`config.mk`:
```
export PLATFORM = sky130hd
export DESIGN_NAME = command_parser
export DESIGN_NICKNAME = d
export VERILOG_FILES = /design/src/rtl/command_pkg.sv /design/src/rtl/command_parser_char_classify.sv /design/src/rtl/command_parser.sv
export SDC_FILE = /design/constraint.sdc
export NUM_CORES = 1
export LEC_CHECK = 0
export BUFFER_PORTS_ARGS = -buffer_cell sky130_fd_sc_hd__buf_2
export CORE_MARGIN = 1.5
export CORE_UTILIZATION = 51
export CTS_CLUSTER_SIZE = 28
export DETAILED_ROUTE_END_ITERATION = 16
export PLACE_DENSITY = 0.77
export SYNTH_ARGS = -nofsm -noshare
export SYNTH_HDL_FRONTEND = slang
export SYNTH_SLANG_ARGS = --single-unit
```
`constraint.sdc`:
```
create_clock -name clk -period 5.6 [get_ports clk]
set_input_delay 0.84 -clock clk [delete_from_list [all_inputs] [get_ports clk]]
set_output_delay 0.84 -clock clk [all_outputs]
set_load 0.1 [all_outputs]
```
`src/rtl/command_pkg.sv`:
```
// Shared constants, keyword table and helper types for the console command parser.
package command_pkg;

  localparam int unsigned KW_MAX = 5;
  localparam int unsigned NUM_KW = 4;
  localparam int unsigned KP_W   = 3;

  localparam logic [2:0] CMD_CPU     = 3'd0;
  localparam logic [2:0] CMD_ALU     = 3'd1;
  localparam logic [2:0] CMD_BENCH   = 3'd2;
  localparam logic [2:0] CMD_HELP    = 3'd3;
  localparam logic [2:0] CMD_INVALID = 3'd7;

  localparam logic [2:0] STAT_OK            = 3'd0;
  localparam logic [2:0] STAT_UNKNOWN       = 3'd1;
  localparam logic [2:0] STAT_BAD_CHAR      = 3'd2;
  localparam logic [2:0] STAT_OVERFLOW      = 3'd3;
  localparam logic [2:0] STAT_TOO_MANY_ARGS = 3'd4;
  localparam logic [2:0] STAT_EMPTY         = 3'd5;

  localparam logic [7:0] CH_NUL   = 8'h00;
  localparam logic [7:0] CH_CR    = 8'h0D;
  localparam logic [7:0] CH_SPACE = 8'h20;

  typedef enum logic [1:0] {
    ST_IDLE    = 2'd0,
    ST_KEYWORD = 2'd1,
    ST_ARG     = 2'd2,
    ST_DONE    = 2'd3
  } state_t;

  typedef logic [NUM_KW-1:0] kw_mask_t;

  typedef struct packed {
    logic       hit;
    logic [2:0] code;
  } kw_match_t;

  // Keyword text, NUL padded; table index equals the command code.
  function automatic logic [8*KW_MAX-1:0] kw_text(input int unsigned k);
    case (k)
      0:       return {"CPU", 16'h0000};
      1:       return {"ALU", 16'h0000};
      2:       return "BENCH";
      3:       return {"HELP", 8'h00};
      default: return '0;
    endcase
  endfunction

  function automatic logic [KP_W-1:0] kw_len(input int unsigned k);
    case (k)
      0:       return KP_W'(3);
      1:       return KP_W'(3);
      2:       return KP_W'(5);
      3:       return KP_W'(4);
      default: return '0;
    endcase
  endfunction

  function automatic logic [7:0] kw_char(input int unsigned k, input logic [KP_W-1:0] p);
    logic [8*KW_MAX-1:0] text;
    logic [7:0]          ch;
    text = kw_text(k);
    ch   = CH_NUL;
    for (int unsigned i = 0; i < KW_MAX; i++) begin
      if (KP_W'(i) == p) ch = text[8*(KW_MAX-1-i) +: 8];
    end
    return ch;
  endfunction

  // Surviving candidate whose length equals the number of letters seen.
  function automatic kw_match_t kw_lookup(input kw_mask_t mask, input logic [KP_W-1:0] len);
    kw_match_t m;
    m = '0;
    for (int unsigned k = 0; k < NUM_KW; k++) begin
      if (mask[k] && (kw_len(k) == len)) begin
        m.hit  = 1'b1;
        m.code = 3'(k);
      end
    end
    return m;
  endfunction

endpackage

```
`src/rtl/command_parser_char_classify.sv`:
```
// Combinational byte classifier: case folding, hex decode, separator/terminator detection.
module char_classify
  import command_pkg::*;
(
  input  logic [7:0] ch,
  output logic [7:0] upper,
  output logic       is_letter,
  output logic       is_hex,
  output logic [3:0] nibble,
  output logic       is_space,
  output logic       is_term
);

  logic is_digit;

  always_comb begin
    upper = ch;
    if ((ch >= 8'h61) && (ch <= 8'h7A)) upper = ch - 8'h20;
    is_letter = (upper >= 8'h41) && (upper <= 8'h5A);
    is_digit  = (ch >= 8'h30) && (ch <= 8'h39);
    is_hex    = is_digit || ((upper >= 8'h41) && (upper <= 8'h46));
    nibble    = is_digit ? 4'(ch - 8'h30) : 4'(upper - 8'h37);
    is_space  = (ch == CH_SPACE);
    is_term   = (ch == CH_NUL) || (ch == CH_CR);
  end

endmodule

```
`src/rtl/command_parser.sv`:
```
// Console command parser: scans an ASCII line one character per clock, matches a
// keyword and up to two hex operands, and returns the result over valid/ready.
module command_parser
  import command_pkg::*;
#(
  parameter int unsigned BUF_CHARS = 16,
  parameter int unsigned OP_WIDTH  = 16
) (
  input  logic                   clk,
  input  logic                   rst,
  input  logic [8*BUF_CHARS-1:0] buffer,
  input  logic                   buffer_valid,
  output logic                   buffer_ready,
  output logic [2:0]             command,
  output logic [OP_WIDTH-1:0]    operand_a,
  output logic [OP_WIDTH-1:0]    operand_b,
  output logic [1:0]             arg_count,
  output logic [2:0]             status,
  output logic                   command_valid,
  input  logic                   command_ready
);

  localparam int unsigned POS_W    = (BUF_CHARS > 1) ? $clog2(BUF_CHARS) : 1;
  localparam int unsigned MAX_DIG  = OP_WIDTH / 4;
  localparam int unsigned DIG_W    = $clog2(MAX_DIG + 1);
  localparam int unsigned LINE_W   = 8 * BUF_CHARS;

  state_t                state_q, state_n;
  logic [LINE_W-1:0]     line_q;
  logic [POS_W-1:0]      pos_q;
  logic [KP_W-1:0]       kp_q, kp_n;
  kw_mask_t              cand_q, cand_n;
  logic [DIG_W-1:0]      dig_q, dig_n;
  logic                  in_op_q, in_op_n;
  logic [2:0]            cmd_sel_q, cmd_sel_n;
  logic [OP_WIDTH-1:0]   op_a_q, op_a_n, op_b_q, op_b_n;
  logic [1:0]            arg_q, arg_n;
  logic                  fin, to_arg;
  logic [2:0]            fin_stat;
  kw_match_t             hit;

  logic [7:0] cc_upper;
  logic       cc_letter, cc_hex, cc_space, cc_term;
  logic [3:0] cc_nibble;
  logic       last, accept, consume, scanning;

  char_classify u_classify (
    .ch        (line_q[LINE_W-1 -: 8]),
    .upper     (cc_upper),
    .is_letter (cc_letter),
    .is_hex    (cc_hex),
    .nibble    (cc_nibble),
    .is_space  (cc_space),
    .is_term   (cc_term)
  );

  assign last     = (pos_q == POS_W'(BUF_CHARS - 1));
  assign accept   = (state_q == ST_IDLE) && buffer_valid;
  assign consume  = (state_q == ST_DONE) && command_ready;
  assign scanning = (state_q == ST_KEYWORD) || (state_q == ST_ARG);

  // State register.
  always_ff @(posedge clk or posedge rst) begin
    if (rst) state_q <= ST_IDLE;
    else     state_q <= state_n;
  end

  // Next state.
  always_comb begin
    state_n = state_q;
    case (state_q)
      ST_IDLE:    if (buffer_valid) state_n = ST_KEYWORD;
      ST_KEYWORD: if (fin) state_n = ST_DONE; else if (to_arg) state_n = ST_ARG;
      ST_ARG:     if (fin) state_n = ST_DONE;
      ST_DONE:    if (command_ready) state_n = ST_IDLE;
      default:    state_n = ST_IDLE;
    endcase
  end

  // Outputs decoded from state.
  always_comb begin
    buffer_ready = (state_q == ST_IDLE);
  end

  // Per-character scan step; the last buffer position also acts as a terminator.
  always_comb begin
    kp_n      = kp_q;
    cand_n    = cand_q;
    dig_n     = dig_q;
    in_op_n   = in_op_q;
    cmd_sel_n = cmd_sel_q;
    op_a_n    = op_a_q;
    op_b_n    = op_b_q;
    arg_n     = arg_q;
    fin       = 1'b0;
    fin_stat  = STAT_OK;
    to_arg    = 1'b0;
    hit       = '0;
    case (state_q)
      ST_KEYWORD: begin
        if (cc_space && (kp_q == '0)) begin
          if (last) begin
            fin      = 1'b1;
            fin_stat = STAT_EMPTY;
          end
        end else if (cc_letter) begin
          for (int unsigned k = 0; k < NUM_KW; k++) begin
            cand_n[k] = cand_q[k] && (kp_q < KP_W'(KW_MAX)) && (kw_len(k) > kp_q)
                        && (kw_char(k, kp_q) == cc_upper);
          end
          if (kp_q < KP_W'(KW_MAX + 1)) kp_n = kp_q + KP_W'(1);
          if (last) begin
            hit       = kw_lookup(cand_n, kp_n);
            cmd_sel_n = hit.code;
            fin       = 1'b1;
            fin_stat  = hit.hit ? STAT_OK : STAT_UNKNOWN;
          end
        end else if ((cc_space || cc_term) && (kp_q != '0)) begin
          hit       = kw_lookup(cand_q, kp_q);
          cmd_sel_n = hit.code;
          if (!hit.hit) begin
            fin      = 1'b1;
            fin_stat = STAT_UNKNOWN;
          end else if (cc_term || last) begin
            fin = 1'b1;
          end else begin
            to_arg = 1'b1;
          end
        end else if (cc_term) begin
          fin      = 1'b1;
          fin_stat = STAT_EMPTY;
        end else begin
          fin      = 1'b1;
          fin_stat = STAT_BAD_CHAR;
        end
      end
      ST_ARG: begin
        if (cc_space) begin
          if (in_op_q) begin
            arg_n   = arg_q + 2'd1;
            in_op_n = 1'b0;
            dig_n   = '0;
          end
          if (last) fin = 1'b1;
        end else if (cc_term) begin
          if (in_op_q) arg_n = arg_q + 2'd1;
          fin = 1'b1;
        end else if (cc_hex) begin
          if (!in_op_q && (arg_q == 2'd2)) begin
            fin      = 1'b1;
            fin_stat = STAT_TOO_MANY_ARGS;
          end else if (dig_q == DIG_W'(MAX_DIG)) begin
            fin      = 1'b1;
            fin_stat = STAT_OVERFLOW;
          end else begin
            if (arg_q == 2'd0) op_a_n = (op_a_q << 4) | OP_WIDTH'(cc_nibble);
            else               op_b_n = (op_b_q << 4) | OP_WIDTH'(cc_nibble);
            dig_n   = dig_q + DIG_W'(1);
            in_op_n = 1'b1;
            if (last) begin
              arg_n = arg_q + 2'd1;
              fin   = 1'b1;
            end
          end
        end else begin
          fin      = 1'b1;
          fin_stat = STAT_BAD_CHAR;
        end
      end
      default: ;
    endcase
  end

  // Line shift register, scan context and registered results.
  always_ff @(posedge clk or posedge rst) begin
    if (rst) begin
      line_q        <= '0;
      pos_q         <= '0;
      kp_q          <= '0;
      cand_q        <= '0;
      dig_q         <= '0;
      in_op_q       <= 1'b0;
      cmd_sel_q     <= '0;
      op_a_q        <= '0;
      op_b_q        <= '0;
      arg_q         <= '0;
      command       <= '0;
      status        <= '0;
      command_valid <= 1'b0;
    end else if (accept) begin
      line_q  <= buffer;
      pos_q   <= '0;
      kp_q    <= '0;
      cand_q  <= '1;
      dig_q   <= '0;
      in_op_q <= 1'b0;
      op_a_q  <= '0;
      op_b_q  <= '0;
      arg_q   <= '0;
    end else if (scanning) begin
      line_q    <= line_q << 8;
      pos_q     <= pos_q + POS_W'(1);
      kp_q      <= kp_n;
      cand_q    <= cand_n;
      dig_q     <= dig_n;
      in_op_q   <= in_op_n;
      cmd_sel_q <= cmd_sel_n;
      op_a_q    <= op_a_n;
      op_b_q    <= op_b_n;
      arg_q     <= arg_n;
      if (fin) begin
        command       <= (fin_stat == STAT_OK) ? cmd_sel_n : CMD_INVALID;
        status        <= fin_stat;
        command_valid <= 1'b1;
      end
    end else if (consume) begin
      command_valid <= 1'b0;
    end
  end

  assign operand_a = op_a_q;
  assign operand_b = op_b_q;
  assign arg_count = arg_q;

endmodule

```
==> results by group <==
Clocking
  – TritonCTS buffer count: 17
  – Max Root-Sink Buffers: 2
  – Reg clk slew, reported paths: 0.07 ns
  – Post-cts sizing count: 0
  – CTS tree: yes
  – Post-CTS setup buffer count: 0
  – Root Buffer: clkbuf_16
  – Clk sinks: 189
  – Worst-Skew Late Latency: 0.43 ns
  – Post-CTS Hold Fix Bufs: 0
  – H-tree depth: 4

Pwr
  – Power, Total: 7.988 mW
  – Leak pwr: 5.427 nW
  – Maximum VDD drop: 0.4367 mV
  – Pwr Density: 697.1 nW/um^2

Yosys
  – Syn_nets: 1215
  – Most frequent cell after synthesis: nand2_1
  – Compound-gate portion of the synthesized area: 0.1517
  – Area leader, netlist: dfrtp_1
  – Post-Synth XOR/XNOR Area: 0.01327
  – Synth top area share: 0.4779
  – Post-synthesis mux area share: 0.1365
  – Asr flop ratio synth: 1.000
  – Yosys reg bits: 189
  – Largest family of logic cells by synthesized area: simple AND/OR/NAND/NOR gates
  – Register area share after synthesis: 0.4779
  – Yosys warns: 0
  – Synth unique cells: 64
  – Synthesized area: 9897 sq um
  – Synth area leaders: dfrtp_1 48%, mux2i_1 13%, nand2_1 8.4%
  – EDFF count, synth: 0
  – Top flip-flop cell by instance count after synthesis: dfrtp_1
  – Commonest cells post-synth: 222 x nand2_1, 189 x dfrtp_1, 165 x o21ai_0
  – Post-Synthesis Cells: 1061
  – Average cell area after synthesis: 9.328 sq um
  – Adder-Cell Fraction of Synth Area: 0.02781
  – Simple-gate share of the synthesized area: 0.1527

STA
  – Achievable frequency: 268.0 MHz
  – Min Tclk post-route: 3.732 ns
  – Setup TNS: 0 ns
  – Fin. Hold Viols: 0
  – Slew @ Worst Pin: 1.116 ns
  – Hold slack: 0.4748 ns
  – Worst setup margin: 1.868 ns
  – Relative slew slack: 0.2537
  – Period utilization: 0.6664
  – Endpoints failing setup: 0
  – RSZ-0062 raised after global routing: no
  – Slew Limit Fails: 0
  – Layout Skew: 0.01132 ns

Place
  – IO buf count: 173
  – Final HPWL DP: 15690 um
  – Post-placement cell count: 1425
  – Placed inst area: 10870 sq um
  – Routability congestion estimate from global placement: 0.8637
  – Post-Place Setup Slack: 1.923 ns

Global routing
  – Vias in the first global route: 7630
  – Gr ovfl total: 0
  – Tot GR Track Use: 0.2317
  – First-pass GRT wire length: 37550 um
  – Largest net degree at the start of global routing: 190
  – Initial antenna violation count: 1

Floorplan
  – Die Y: 142.3 um
  – Die width: 142.3 um
  – Core Rows: 50
  – Core box area: 18890 sq um
  – Starting Density: 0.5238
  – I/O Pins: 174
  – DIE AREA: 20250 sq um

Finish
  – Layout Utilization: 0.6065
  – Non-Filler Instances: 1458
  – Area Overhead vs Synth: 15.78%
  – Layout cell share with drive strength beyond 1: 0.1905
  – Final instance area: 11460 sq um
  – Final nets: 1338

Setup path
  – Data arrival at the endpoint of the critical path: 4.03 ns
  – Worst-path fanout max: 29
  – Worst Path Required: 5.90 ns
  – Kind of critical path: flip-flop to flip-flop
  – CP startpoint kind: flip-flop
  – CP max-delay cell: a31oi_2
  – Crit. End Element: flip-flop
  – Crit path largest cell delay: 0.94 ns
  – CP Cell Sequence: inv_1 -> ha_1 -> nor2b_1 -> a211oi_1 -> o21ai_1 -> a2bb2oi_1 -> o21ai_2 -> a31oi_2 -> mux2_2

Min path
  – Hold WC Path Type: flip-flop to flip-flop

Outcome
  – Outcome: finished clean

Drt
  – DR iter-0 viols: 553
  – Antenna-violating nets left: 0
  – Vias: 8010
  – First-pass detailed-route iteration total: 5
  – Vias per std cell: 5.494
  – Aggregate routed wire length: 22930 um
  – Drt drc: 0
  – DR WL/cell: 15.73 um

Run
  – Max-cap viol count: 0
critical path: cells and delay by family, from the launching register on:
kind	cells	cell delay [ns]
adders and majority gates	1	0.25
buffers and inverters	1	0.22
muxes	1	0.42
AOI/OAI and AO/OA	5	1.94
DFF	1	0.59
and+or+nand+nor	1	0.17
worst paths after layout:
kind	start	depth (start not counted)	slack (ns)	to
setup / recovery	line_q[121]	9	1.87	operand_b[1]
hold / removal	operand_b[12]	2	0.47	operand_b[12]
setup reg to reg	line_q[121]	9	1.87	operand_b[1]
hold reg to reg	operand_b[12]	2	0.47	operand_b[12]
max in group asynchronous	rst	3	4.16	line_q[3]
min in group asynchronous	rst	3	0.69	line_q[82]
registers in the layout, indices dropped and copies added, names as in the netlist:
signal         flops
command_valid      1
operand_a         16
operand_b         16
kp_q               3
cmd_sel_q          3
status             3
state_q            2
in_op_q            1
command            3
cand_q             4
dig_q              3
line_q           128
pos_q              4
arg_count          2
cells in the final DEF, fill, tap and decap left out, types with 6 or more instances in the layout:
master     netlist  final
dfrtp_1        189    189
or3_1            6      6
clkbuf_16        0     17
nand2_1        222    222
nand3b_1        10     10
inv_1           24     23
nor3_1          10     10
mux2_2           8      8
and3_1           9      9
a31oi_1         12     10
and2_1          11     10
nand3_1         13     13
nand4_1          6      6
ha_1            22     21
xnor2_1         11     11
o21ai_0        165    165
nor2b_1          6      6
nor2_1          36     36
mux2i_1        126    126
a21oi_1         27     27
buf_2            2    173
kinds of logic after synthesis:
logic type | after synthesis
AO/OA/AOI/OAI | 258
XOR/XNOR | 15
adder cells (fa/ha/maj) | 22
buffers and inverters | 99
flip-flops | 189
multiplexers | 134
AND/OR/NAND/NOR | 344
cell type report:
cell class                 instances  area, sq um
multi-input combinational        773         4798
inverter                          24        93.84
timing repair buffer             179        923.4
sequential                       189         4730
tap                              260        325.3
clock buffer                      20        456.7
clock inverter                    12        128.9
fill                            1685         7435
antenna                            1        2.502
power breakdown:
part,internal (mW),total [mW],switching (mW)
clock,0.652,1.22,0.564
combinational,1.51,4.28,2.77
sequential,2.00,2.49,0.490
per-layer routing:
layer | GRT usage | vias up | wire length [um] | part of all wire
li1 | - | 3939 | - | -
met1 | 0.3285 | 3828 | 10920 | 0.48
met2 | 0.3646 | 214 | 10680 | 0.47
met3 | 0.04441 | 29 | 971 | 0.042
met4 | 0.06457 | 0 | 365 | 0.016
met5 | 0 | - | 0 | 0
(Power assumes the default switching activity.)
